$ cat src/rtl/spi_sched_pkg.sv
// ---------------------------------------------------------------------------
// spi_sched_pkg : shared state encoding and sizing helper -- rev 1.0
// ---------------------------------------------------------------------------
`default_nettype none

package spi_sched_pkg;

   typedef enum logic [1:0] {
      IDLE        = 2'd0,
      ISSUE       = 2'd1,
      WAIT_DONE   = 2'd2,
      WAIT_PERIOD = 2'd3
   } state_t;

   // Width needed to hold values 0..term-1, never less than one bit.
   function automatic int cnt_width(input longint term);
      return (term < 2) ? 1 : $clog2(term);
   endfunction

endpackage

`default_nettype wire

$ cat src/rtl/sched_period_timer.sv
// ---------------------------------------------------------------------------
// sched_period_timer : reloadable period down-counter, expire pulse at 0 -- rev 1.0
// ---------------------------------------------------------------------------
`default_nettype none

module sched_period_timer #(
   parameter longint PERIOD = 100,
   parameter int     W      = 7
) (
   input  logic clk,
   input  logic rst,
   input  logic load,
   input  logic run,
   output logic expire
);

   localparam logic [W-1:0] RELOAD = W'(PERIOD - 1);

   logic [W-1:0] cnt;

   // Independent of load so the scheduler can reload in the expiring cycle.
   assign expire = run && (cnt == '0);

   always_ff @(posedge clk) begin
      if (rst) begin
         cnt <= '0;
      end else if (load) begin
         cnt <= RELOAD;
      end else if (run) begin
         cnt <= (cnt == '0) ? RELOAD : cnt - 1'b1;
      end
   end

endmodule

`default_nettype wire

$ cat src/rtl/spi_poll_scheduler.sv
// ---------------------------------------------------------------------------
// spi_poll_scheduler : periodic SPI command burst sequencer with retry -- rev 1.0
// ---------------------------------------------------------------------------
`default_nettype none

module spi_poll_scheduler
   import spi_sched_pkg::*;
#(
   parameter int CLK_HZ      = 100_000_000,
   parameter int PERIOD_SEC  = 3,
   parameter int NCMD        = 4,
   parameter int DATA_W      = 8,
   parameter int TIMEOUT_CYC = 1024,
   parameter int MAX_RETRY   = 2
) (
   input  logic                   clk,
   input  logic                   rst,
   input  logic                   enable,
   input  logic                   trig,
   input  logic [NCMD*DATA_W-1:0] cmd_data,
   input  logic                   err_clr,
   output logic                   spi_start,
   output logic [DATA_W-1:0]      spi_tx,
   input  logic                   spi_busy,
   input  logic                   spi_done,
   input  logic [DATA_W-1:0]      spi_rx,
   output logic [NCMD*DATA_W-1:0] rx_data,
   output logic                   burst_done,
   output logic                   abort,
   output logic                   timeout_err,
   output logic                   overrun_err,
   output logic                   active
);

   localparam longint PERIOD   = longint'(CLK_HZ) * longint'(PERIOD_SEC);
   localparam int     PERIOD_W = cnt_width(PERIOD);
   localparam int     TO_W     = cnt_width(longint'(TIMEOUT_CYC));
   localparam int     IDX_W    = cnt_width(longint'(NCMD));
   localparam int     RETRY_W  = cnt_width(longint'(MAX_RETRY) + 1);

   localparam logic [TO_W-1:0]    TO_LAST   = TO_W'(TIMEOUT_CYC - 1);
   localparam logic [IDX_W-1:0]   IDX_LAST  = IDX_W'(NCMD - 1);
   localparam logic [RETRY_W-1:0] RETRY_MAX = RETRY_W'(MAX_RETRY);

   state_t             state, state_nxt;
   logic [IDX_W-1:0]   idx, idx_nxt;
   logic [RETRY_W-1:0] retry, retry_nxt;
   logic [TO_W-1:0]    to_cnt;
   logic               ovr_pend;

   logic issue, capture, fin_burst, give_up, load, expire, ovr_hit;

   sched_period_timer #(
      .PERIOD (PERIOD),
      .W      (PERIOD_W)
   ) u_period (
      .clk    (clk),
      .rst    (rst),
      .load   (load),
      .run    (enable),
      .expire (expire)
   );

   assign active  = (state == ISSUE) || (state == WAIT_DONE);
   assign ovr_hit = expire && active;

   always_comb begin
      state_nxt = state;
      idx_nxt   = idx;
      retry_nxt = retry;
      issue     = 1'b0;
      capture   = 1'b0;
      fin_burst = 1'b0;
      give_up   = 1'b0;
      load      = 1'b0;
      case (state)
         IDLE: begin
            if (enable) begin
               state_nxt = ISSUE;
               idx_nxt   = '0;
               retry_nxt = '0;
               load      = 1'b1;
            end
         end
         ISSUE: begin
            if (!enable) begin
               state_nxt = IDLE;
               idx_nxt   = '0;
               retry_nxt = '0;
            end else if (!spi_busy) begin
               issue     = 1'b1;
               state_nxt = WAIT_DONE;
            end
         end
         WAIT_DONE: begin
            // A response landing in the timeout cycle is still accepted.
            if (spi_done) begin
               capture   = 1'b1;
               retry_nxt = '0;
               if (!enable) begin
                  state_nxt = IDLE;
                  idx_nxt   = '0;
               end else if (idx != IDX_LAST) begin
                  idx_nxt   = idx + 1'b1;
                  state_nxt = ISSUE;
               end else begin
                  fin_burst = 1'b1;
                  idx_nxt   = '0;
                  state_nxt = WAIT_PERIOD;
               end
            end else if (to_cnt == TO_LAST) begin
               if (retry < RETRY_MAX) begin
                  retry_nxt = retry + 1'b1;
                  state_nxt = ISSUE;
               end else begin
                  give_up   = 1'b1;
                  retry_nxt = '0;
                  idx_nxt   = '0;
                  state_nxt = enable ? WAIT_PERIOD : IDLE;
               end
            end
         end
         WAIT_PERIOD: begin
            if (!enable) begin
               state_nxt = IDLE;
            end else if (expire || trig || ovr_pend) begin
               state_nxt = ISSUE;
               idx_nxt   = '0;
               retry_nxt = '0;
               load      = 1'b1;
            end
         end
         default: state_nxt = IDLE;
      endcase
   end

   always_ff @(posedge clk) begin
      if (rst) begin
         state       <= IDLE;
         idx         <= '0;
         retry       <= '0;
         to_cnt      <= '0;
         ovr_pend    <= 1'b0;
         spi_start   <= 1'b0;
         spi_tx      <= '0;
         rx_data     <= '0;
         burst_done  <= 1'b0;
         abort       <= 1'b0;
         timeout_err <= 1'b0;
         overrun_err <= 1'b0;
      end else begin
         state      <= state_nxt;
         idx        <= idx_nxt;
         retry      <= retry_nxt;
         spi_start  <= issue;
         burst_done <= fin_burst;
         abort      <= give_up;

         if (issue) begin
            to_cnt <= '0;
            spi_tx <= cmd_data[idx*DATA_W +: DATA_W];
         end else if (state == WAIT_DONE && to_cnt != TO_LAST) begin
            to_cnt <= to_cnt + 1'b1;
         end

         if (capture) begin
            rx_data[idx*DATA_W +: DATA_W] <= spi_rx;
         end

         if (give_up) begin
            timeout_err <= 1'b1;
         end else if (err_clr) begin
            timeout_err <= 1'b0;
         end

         if (ovr_hit) begin
            overrun_err <= 1'b1;
         end else if (err_clr) begin
            overrun_err <= 1'b0;
         end

         // A period that elapsed mid-burst launches the next burst right after.
         if (load || state_nxt == IDLE) begin
            ovr_pend <= 1'b0;
         end else if (ovr_hit) begin
            ovr_pend <= 1'b1;
         end
      end
   end

endmodule

`default_nettype wire

$ cat config.mk
export PLATFORM = sky130hd
export DESIGN_NAME = spi_poll_scheduler
export DESIGN_NICKNAME = d
export VERILOG_FILES = /design/src/rtl/spi_sched_pkg.sv /design/src/rtl/sched_period_timer.sv /design/src/rtl/spi_poll_scheduler.sv
export SDC_FILE = /design/constraint.sdc
export NUM_CORES = 1
export LEC_CHECK = 0
export ABC_CLOCK_PERIOD_IN_PS = 2300
export BUFFER_PORTS_ARGS = -buffer_cell sky130_fd_sc_hd__buf_2
export CAP_MARGIN = 20
export CORE_ASPECT_RATIO = 1.5
export CORE_MARGIN = 5
export CORE_UTILIZATION = 40
export CTS_BUF_LIST = sky130_fd_sc_hd__clkbuf_4 sky130_fd_sc_hd__clkbuf_8
export DETAILED_ROUTE_END_ITERATION = 10
export GPL_ROUTABILITY_DRIVEN = 0
export PLACE_DENSITY = 0.62
export SYNTH_ARGS = -nofsm -noshare
export SYNTH_HDL_FRONTEND = slang
export SYNTH_SLANG_ARGS = --single-unit
$ cat constraint.sdc
create_clock -name clk -period 2.3 [get_ports clk]
set_input_delay 0.46 -clock clk [delete_from_list [all_inputs] [get_ports clk]]
set_output_delay 0.46 -clock clk [all_outputs]
set_load 0.01 [all_outputs]
[Word level (Yosys, flattened, before mapping)]
Index checks and enable logic that the tools add are counted.
Storage, ports and cells
  flip-flop bits (word level): 91
  logic and storage cells: 104
Operators by class
  add/sub/neg operators: 5
  magnitude comparators: 1
  eq/ne operators: 12
  shift operators: 3
  multiplexer cells: 47
  bitwise logic cells: 3
  reductions and logical operators: 19
Operators by type and width (number)
  29-bit two-way mux: 3
  2-bit two-way mux: 23
  5-bit negation with 34-bit output: 1
  8-bit by 34-bit variable shift with 32-bit output, first input constant: 1
  8-bit by 34-bit variable part select with 32-bit output: 1
  32-bit bitwise mux: 1
  32-bit by 6-bit variable part select with 8-bit output: 1
  29-bit zero test: 1
  29-bit by 1-bit subtractor with 29-bit output, second input constant: 1
  2-bit case mux with 4 select lines: 3
  1-bit two-way mux: 16
  10-bit by 1-bit adder with 10-bit output, second input constant: 1
  10-bit equality test, second input constant: 1
  10-bit != test, second input constant: 1
  2-bit != test, second input constant: 5
  6-bit AND reduction: 1
  2-bit nonzero test: 3
  2-bit OR reduction: 3
  5-bit AND reduction: 1
  2-bit by 1-bit adder with 2-bit output, second input constant: 2
  2-bit equality test, second input constant: 2
  2-bit zero test: 2
  1-bit logical OR: 4
  4-bit OR reduction: 1
  7 further kinds: 11

[Longest topological paths before layout]
Gate-level depths: netlist (run 1).
  word-level depth: 10
  mapped depth: 9
  depth with buffers taken out: 8

[Modules after synthesis]
A second synthesis (run 1) with hierarchy kept.
Unflattened totals
  cell total of the unflattened synthesis: 481
  area total of the unflattened synthesis: 4459.3 um^2
By module, submodules not included
  spi_poll_scheduler: instances 1, cells an instance 297, area each 2899.0 um^2, sequential area each 1241.2 um^2
  sched_period_timer: instances 1, cells an instance 184, area each 1560.2 um^2, sequential area each 580.6 um^2

[Worst setup path after synthesis (run 1)]
OpenSTA, ideal clock, no wires.
  kind: register to register
  start: register u_period.cnt[13]
  end: register ovr_pend
  arrival: 2.114 ns
  setup slack: 0.053 ns
  cell stages (with the launch flop): 7
  period minus slack after synthesis: 2.247 ns
  cell sequence: dfxtp_1 -> or4_4 -> or4_4 -> nor3_4 -> nor2_2 -> a311oi_2 -> a221oi_2
Between the ends
  longest elaborated chain between the ends: 10
  elaborated cells between the ends (all ways): 14
RTL lines
  from (decl): line sched_period_timer.sv:19  | logic [W-1:0] cnt;
  from (signal assigned): line sched_period_timer.sv:30  | cnt <= (cnt == '0) ? RELOAD : cnt - 1'b1;
  29-bit zero test *: line sched_period_timer.sv:22  | assign expire = run && (cnt == '0);
  1-bit logical AND *: line sched_period_timer.sv:22
  1-bit logical OR (2 in series): line spi_poll_scheduler.sv:126  | end else if (expire || trig || ovr_pend) begin
  2-bit two-way mux: line spi_poll_scheduler.sv:126
  2-bit two-way mux: line spi_poll_scheduler.sv:124  | if (!enable) begin
  2-bit case mux with 4 select lines: line spi_poll_scheduler.sv:76  | case (state)
  2-bit zero test: line spi_poll_scheduler.sv:183  | if (load || state_nxt == IDLE) begin
  1-bit logical OR: line spi_poll_scheduler.sv:183
  2-bit OR reduction (no source line)
  to (signal assigned): line spi_poll_scheduler.sv:143  | ovr_pend <= 1'b0;
  to (signal assigned): line spi_poll_scheduler.sv:184  | ovr_pend <= 1'b0;
  to (signal assigned): line spi_poll_scheduler.sv:186  | ovr_pend <= 1'b1;
  to (decl): line spi_poll_scheduler.sv:49  | logic ovr_pend;
Mark *: on every way between the ends. The rest lies on a longest branch, timed or not.
A chain may end at the register's enable or synchronous reset.

[Worst setup path in the final report (run 1)]
  start: register u_period.cnt[13]
  end: register retry[0]
Between the ends
  longest elaborated chain between the ends: 6
RTL lines
  29-bit zero test: line sched_period_timer.sv:22
  1-bit logical AND: line sched_period_timer.sv:22
  1-bit logical OR (2 in series): line spi_poll_scheduler.sv:126
  2-bit != test (no source line)
  5-bit AND reduction (no source line)
  to (signal assigned): line spi_poll_scheduler.sv:154  | retry <= retry_nxt;
  to (decl): line spi_poll_scheduler.sv:47  | logic [RETRY_W-1:0] retry, retry_nxt;
Every way passes these cells.

==> flow_summary.json, run 1 <==
{
  "status": "finished clean",
  "clk_path_buf_depth": 2,
  "die_area_um2": 12400,
  "worst_ep_required_time_ps": 2550,
  "clk-insertion-delay-late_ps": 370,
  "setup_violations": 0,
  "tritoncts": "built",
  "whs_path_depth": 3,
  "yosysSeqAreaShare_pct": 44.4,
  "std_cell_rows": 45,
  "start_util_pct": 40.7,
  "drt_iter0_markers": 148,
  "synth_top_area_share_pct": 44.4,
  "slew_headroom_pct": 50.3,
  "cts-resized-gates": 0,
  "global_route.usage.total_pct": 17.0,
  "place_area_um2": 4820,
  "multi_input_area_um2": 2150,
  "routedWlPerCell_um": 15.0,
  "mostFrequentLayoutCell": "buf_2",
  "cts_max_level": 3,
  "post-route-util_pct": 49.8,
  "worstSetupStartpointType": "flip-flop",
  "drive_gt1_share_pct": 27.7,
  "cp-end-kind": "flip-flop",
  "dr.pass1.iters": 4,
  "avgSynthCellArea_um2": 9.38,
  "setup_ws_ps": 25.2,
  "cts_hold_buf": 0,
  "netlist_area_um2": 4100,
  "ys.flop_type": "dfxtp_1",
  "area.growth.synth_to_final_pct": 22.4,
  "dp_slack_ps": 28.9,
  "final_cell_mix": "buf_2, dfxtp_1, nor2_1",
  "synth_edf_count": 0,
  "nets": 606,
  "grt_pass1_wl_um": 17000,
  "worst_ir_drop_vdd_mv": 0.508,
  "grt_max_degree": 37,
  "antenna_cells": 0,
  "yosys_warnings": 0,
  "clock_sinks": 91,
  "postRouteAntennaNets": 0,
  "ff2ff_path_depth": 6,
  "die_w_um": 92.7,
  "boundaryPins": 93,
  "fill_cells": 961,
  "core_um2": 10100,
  "path_clk_slew_ps": 90,
  "syn-num-nets": 498,
  "fin_area_um2": 5020,
  "overflow": 0,
  "final.setup.tns_ps": 0,
  "post-route-period-util_pct": 98.9,
  "hpwl_um": 7640,
  "drt_wl_total_um": 10000,
  "route.detailed.drc": 0,
  "min_from": "err_clr",
  "yosysUniqueCellTypes": 48,
  "worstMarginPinSlew_ps": 745,
  "async_flop_share_pct": 0,
  "die-height_um": 134,
  "vias_per_cell": 5.27,
  "post_cts_buffers": 0,
  "cts-root-buf": "clkbuf_8",
  "r2r-end": "retry[0]",
  "fmax_mhz": 440,
  "antenna_found_initial": 0,
  "synth_top_area_cell": "dfxtp_1",
  "port_buffers": 92,
  "grt_pass1_vias": 3677,
  "ff_latch_area_um2": 1820,
  "cts-buffers-inserted": 9,
  "rsz0062_at_grt": "true",
  "critical_path_class": "reg -> reg",
  "slew_viol_final": 0,
  "hold_end": "overrun_err",
  "arrival_ps": 2520,
  "final_hold_viol_count": 0,
  "leakage_uw": 0.00207,
  "fin_crit_ps": 2270,
  "ys_ff_latch": 91,
  "synth_cells": 437,
  "path_max_fanout": 5,
  "p_per_area_nw_per_um2": 629,
  "hold_path.class": "in -> reg",
  "skew_ps": 12.3,
  "rrSetupSlack_ps": 30,
  "dr_total_vias": 3511,
  "r2r-start": "u_period.cnt[13]",
  "synth_area_leaders": "dfxtp_1, nor2_1, a22oi_1, xnor2_1, mux4_2",
  "cap_viol_max_count": 0
}
flip-flops by register name (all words and copies together), names as in the netlist:
name / cells
overrun_err: 1
timeout_err: 1
ovr_pend: 1
u_period.cnt: 29
spi_tx: 8
retry: 2
abort: 1
spi_start: 1
burst_done: 1
to_cnt: 10
idx: 2
state: 2
rx_data: 32
kinds of logic (layout without fill, tap and decap cells):
logic type	count (synthesis)	in the layout	share of synthesized area (%)
AOI/OAI and AO/OA	79	79	13.8
buffers and inverters	32	144	3.21
muxes	11	11	5.13
DFF	91	91	44.4
and+or+nand+nor	173	173	21.3
xor gates and xnor gates	37	37	7.91
adders and majority gates	14	14	4.27
worst max path at each step:
stage | start | end | slack [ps] | cells after the start
floorplan | u_period.cnt[13] | ovr_pend | 50 | 6
global placement | u_period.cnt[13] | ovr_pend | 40 | 6
detailed placement | u_period.cnt[13] | ovr_pend | 30 | 6
CTS | u_period.cnt[13] | ovr_pend | 10 | 6
global route | u_period.cnt[13] | ovr_pend | -50 | 6
finish | u_period.cnt[13] | retry[0] | 30 | 6
layout make-up:
class                      count  share of cell area [%]
clock buffer                  10                    2.62
clock inverter                 5                    1.27
inverter                      13                   0.973
multi-input combinational    314                    42.9
sequential                    91                    36.3
tap                          117                    2.92
timing repair buffer         116                    13.0
per-layer routing:
| metal | vias up | track usage [%] | routed length [um] |
|---|---|---|---|
| met1 | 1639 | 18.8 | 4050 |
| met5 | - | 0 | 0 |
| li1 | 1763 | - | - |
| met3 | 25 | 3.42 | 384 |
| met2 | 84 | 30.4 | 5260 |
| met4 | 0 | 8.96 | 319 |
Yosys cell counts (2+ instances only):
| master | n |
|---|---|
| a21oi_1 | 23 |
| a22o_1 | 9 |
| a22oi_1 | 32 |
| and2_1 | 3 |
| and3_1 | 2 |
| and4_1 | 2 |
| buf_1 | 2 |
| clkbuf_1 | 15 |
| dfxtp_1 | 91 |
| ha_1 | 14 |
| inv_1 | 13 |
| mux2i_1 | 3 |
| mux4_2 | 8 |
| nand2_1 | 21 |
| nand2b_1 | 7 |
| nand3_1 | 8 |
| nand3b_1 | 2 |
| nand4_1 | 3 |
| nand4b_1 | 3 |
| nor2_1 | 76 |
| nor2_2 | 2 |
| nor2b_1 | 2 |
| nor3_1 | 12 |
| nor4_1 | 11 |
| nor4b_1 | 2 |
| o21ai_0 | 3 |
| o21bai_1 | 2 |
| o31ai_1 | 3 |
| or3_1 | 6 |
| or4_1 | 3 |
| or4_4 | 2 |
| xnor2_1 | 23 |
| xor2_1 | 14 |
per-stage QoR:
stage | std cells | hold slack, ps | power, uW
after floorplan | 437 | 450 | 1970
after global placement | 651 | 429 | 2090
after detailed placement | 651 | 434 | 2100
after CTS | 666 | 346 | 3190
after global routing | 666 | 334 | 3320
final | 666 | 362 | 3160
worst max-delay path, stage by stage (launching register included):
cell	delay, ps
dfxtp_1	320
or4_4	530
or4_4	570
nor3_4	320
o21a_4	190
mux2i_1	180
nor2_1	50
power breakdown:
| part | switching (uW) | total (uW) | internal (uW) |
|---|---|---|---|
| clock | 576 | 1090 | 516 |
| combinational | 209 | 394 | 185 |
| sequential | 44.6 | 1670 | 1630 |
| total | 830 | 3160 | 2330 |
Note: power is estimated with default switching activity, not from simulation.
==> run 2: changes to the inputs <==
--- a/config.mk
+++ b/config.mk
@@ -11,7 +11,7 @@
 export CORE_ASPECT_RATIO = 1.5
 export CORE_MARGIN = 5
 export CORE_UTILIZATION = 40
-export CTS_BUF_LIST = sky130_fd_sc_hd__clkbuf_4 sky130_fd_sc_hd__clkbuf_8
+export CTS_BUF_LIST = sky130_fd_sc_hd__clkbuf_8
 export DETAILED_ROUTE_END_ITERATION = 10
 export GPL_ROUTABILITY_DRIVEN = 0
 export PLACE_DENSITY = 0.62
==> run 2 against run 1 <==
Worst hold slack lost 0.73 ps. Core utilization is essentially flat. Final cell count is the same. Combinational power is essentially flat. Global-route usage is the same. Routed wire length is essentially flat. Sequential share of layout area is essentially flat. First-iteration DRC count is the same. Sequential cell count is the same. Final area is essentially flat. Via count is the same. Sequential power is essentially flat.
==> flow_summary.json, run 2 (synthesis gave the netlist of run 1 again) <==
{
  "die_w_um": 92.7,
  "start_util_pct": 40.7,
  "tritoncts": "built",
  "rsz0062_at_grt": "true",
  "grt_pass1_wl_um": 17000,
  "global_route.usage.total_pct": 17.0,
  "cts-resized-gates": 0,
  "grt_max_degree": 37,
  "stdcell_count": 666,
  "nets": 606,
  "drt_wl_total_um": 10000,
  "arrival_ps": 2520,
  "critPathMostFrequentCell": "or4_4",
  "grt_pass1_vias": 3677,
  "core_um2": 10100,
  "clock_sinks": 91,
  "hold_path.class": "in -> reg",
  "cpLargestDelayFamily": "simple AND/OR/NAND/NOR gates",
  "post_cts_buffers": 0,
  "slew_viol_final": 0,
  "final_hold_viol_count": 0,
  "max_stage_delay_ps": 570,
  "cts_max_level": 3,
  "cp_cell_sequence": "or4_4, or4_4, nor3_4, o21a_4, mux2i_1, nor2_1",
  "hpwl_um": 7640,
  "pwr-share-clk_pct": 34.3,
  "wl_met2_um": 5250,
  "cap_viol_max_count": 0,
  "area.growth.synth_to_final_pct": 22.3,
  "antenna_found_initial": 0,
  "power.switching_uw": 831,
  "worst_ep_required_time_ps": 2550,
  "slowest_stage": "or4_4",
  "postRouteAntennaNets": 0,
  "seq_power_share_pct": 53.2,
  "slew_headroom_pct": 50.3,
  "skew_ps": 12.3,
  "mostFrequentLayoutCell": "buf_2",
  "dr_wl_met3_um": 384,
  "largest_reg_flops": 32,
  "drive_gt1_share_pct": 27.5,
  "internal_power_uw": 2310,
  "clk_path_buf_depth": 2,
  "die-height_um": 134,
  "fmax_mhz": 439,
  "vias_per_cell": 5.27,
  "critical_path_class": "reg -> reg",
  "cts-buffers-inserted": 9,
  "status": "finished clean",
  "leakage_uw": 0.00207,
  "fin_crit_ps": 2280,
  "die_area_um2": 12400,
  "route.detailed.drc": 0,
  "cts_hold_buf": 0,
  "std_cell_rows": 45,
  "boundaryPins": 93,
  "cts-root-buf": "clkbuf_8",
  "worst_ir_drop_vdd_mv": 0.508,
  "combPwrFrac_pct": 12.6,
  "place_area_um2": 4820,
  "post-route-period-util_pct": 98.9,
  "routedWlPerCell_um": 15.0,
  "top_layer": "met4",
  "antenna_cells": 0,
  "fin_area_um2": 5010,
  "top_regs": "rx_data: 32 flops, u_period.cnt: 29 flops, to_cnt: 10 flops",
  "worstMarginPinSlew_ps": 744,
  "power_switching_share_pct": 26.5,
  "overflow": 0,
  "final_cell_mix": "buf_2, dfxtp_1, nor2_1",
  "clk-insertion-delay-late_ps": 370,
  "dr_total_vias": 3511,
  "regMostFlops": "rx_data",
  "port_buffers": 92,
  "p_per_area_nw_per_um2": 627,
  "drt_iter0_markers": 148,
  "dr.pass1.iters": 4,
  "setup_violations": 0,
  "placed_cells": 651,
  "critical_path_buf_inv_count": 0,
  "cp-end-kind": "flip-flop",
  "wl_met1_um": 4060,
  "worstSetupStartpointType": "flip-flop",
  "fill_cells": 961,
  "path_max_fanout": 5,
  "path_clk_slew_ps": 90
}
run 2: cell count changes in the layout (fill, tap and decap cells not counted), sizes merged:
cell,change
inv,+1
clkbuf,-1
run 2: path summary, 6_finish.rpt:
check / slack (ps) / endpoint / depth (start not counted) / from
worst max register to register: 20 / retry[0] / 6 / u_period.cnt[13]
worst min register to register: 450 / timeout_err / 1 / timeout_err
worst max-delay path: 20 / retry[0] / 6 / u_period.cnt[13]
worst min-delay path: 360 / overrun_err / 3 / err_clr
run 2: layout make-up:
| type | instances | area [um2] | share of cell area (%) |
|---|---|---|---|
| timing repair buffer | 116 | 653 | 13.0 |
| inverter | 13 | 48.8 | 0.974 |
| sequential | 91 | 1820 | 36.3 |
| tap | 117 | 146 | 2.92 |
| clock buffer | 9 | 124 | 2.47 |
| clock inverter | 6 | 67.6 | 1.35 |
| multi-input combinational | 314 | 2150 | 42.9 |
run 2: metrics by stage:
step	utilization [%]	power (uW)	hold WS, ps	setup TNS, ps	setup slack (ps)
after detailed placement	47.8	2100	434	0	28.9
after floorplan	-	1970	450	0	52.8
after global routing	49.7	3300	334	-335	-54.7
after CTS	49.7	3170	346	0	9.27
final	49.7	3140	361	0	24.6
after global placement	47.8	2090	429	0	44.5
run 2: power by group through the flow:
stage	combinational (uW)	sequential [uW]	clock, uW
global placement	386	1700	0
global route	439	1680	1190
detailed placement	396	1710	0
CTS	397	1670	1110
floorplan	265	1700	0
finish	395	1670	1080
run 2: routing by layer:
| metal | GRT usage (%) | up-vias |
|---|---|---|
| met4 | 8.96 | 0 |
| met3 | 3.42 | 25 |
| met5 | 0 | - |
| met2 | 30.4 | 84 |
| li1 | - | 1763 |
| met1 | 18.8 | 1639 |
run 2: tightest hold or removal path: stages:
cell and delay (ps):
buf_2 80, nand2b_1 90, a21oi_1 50
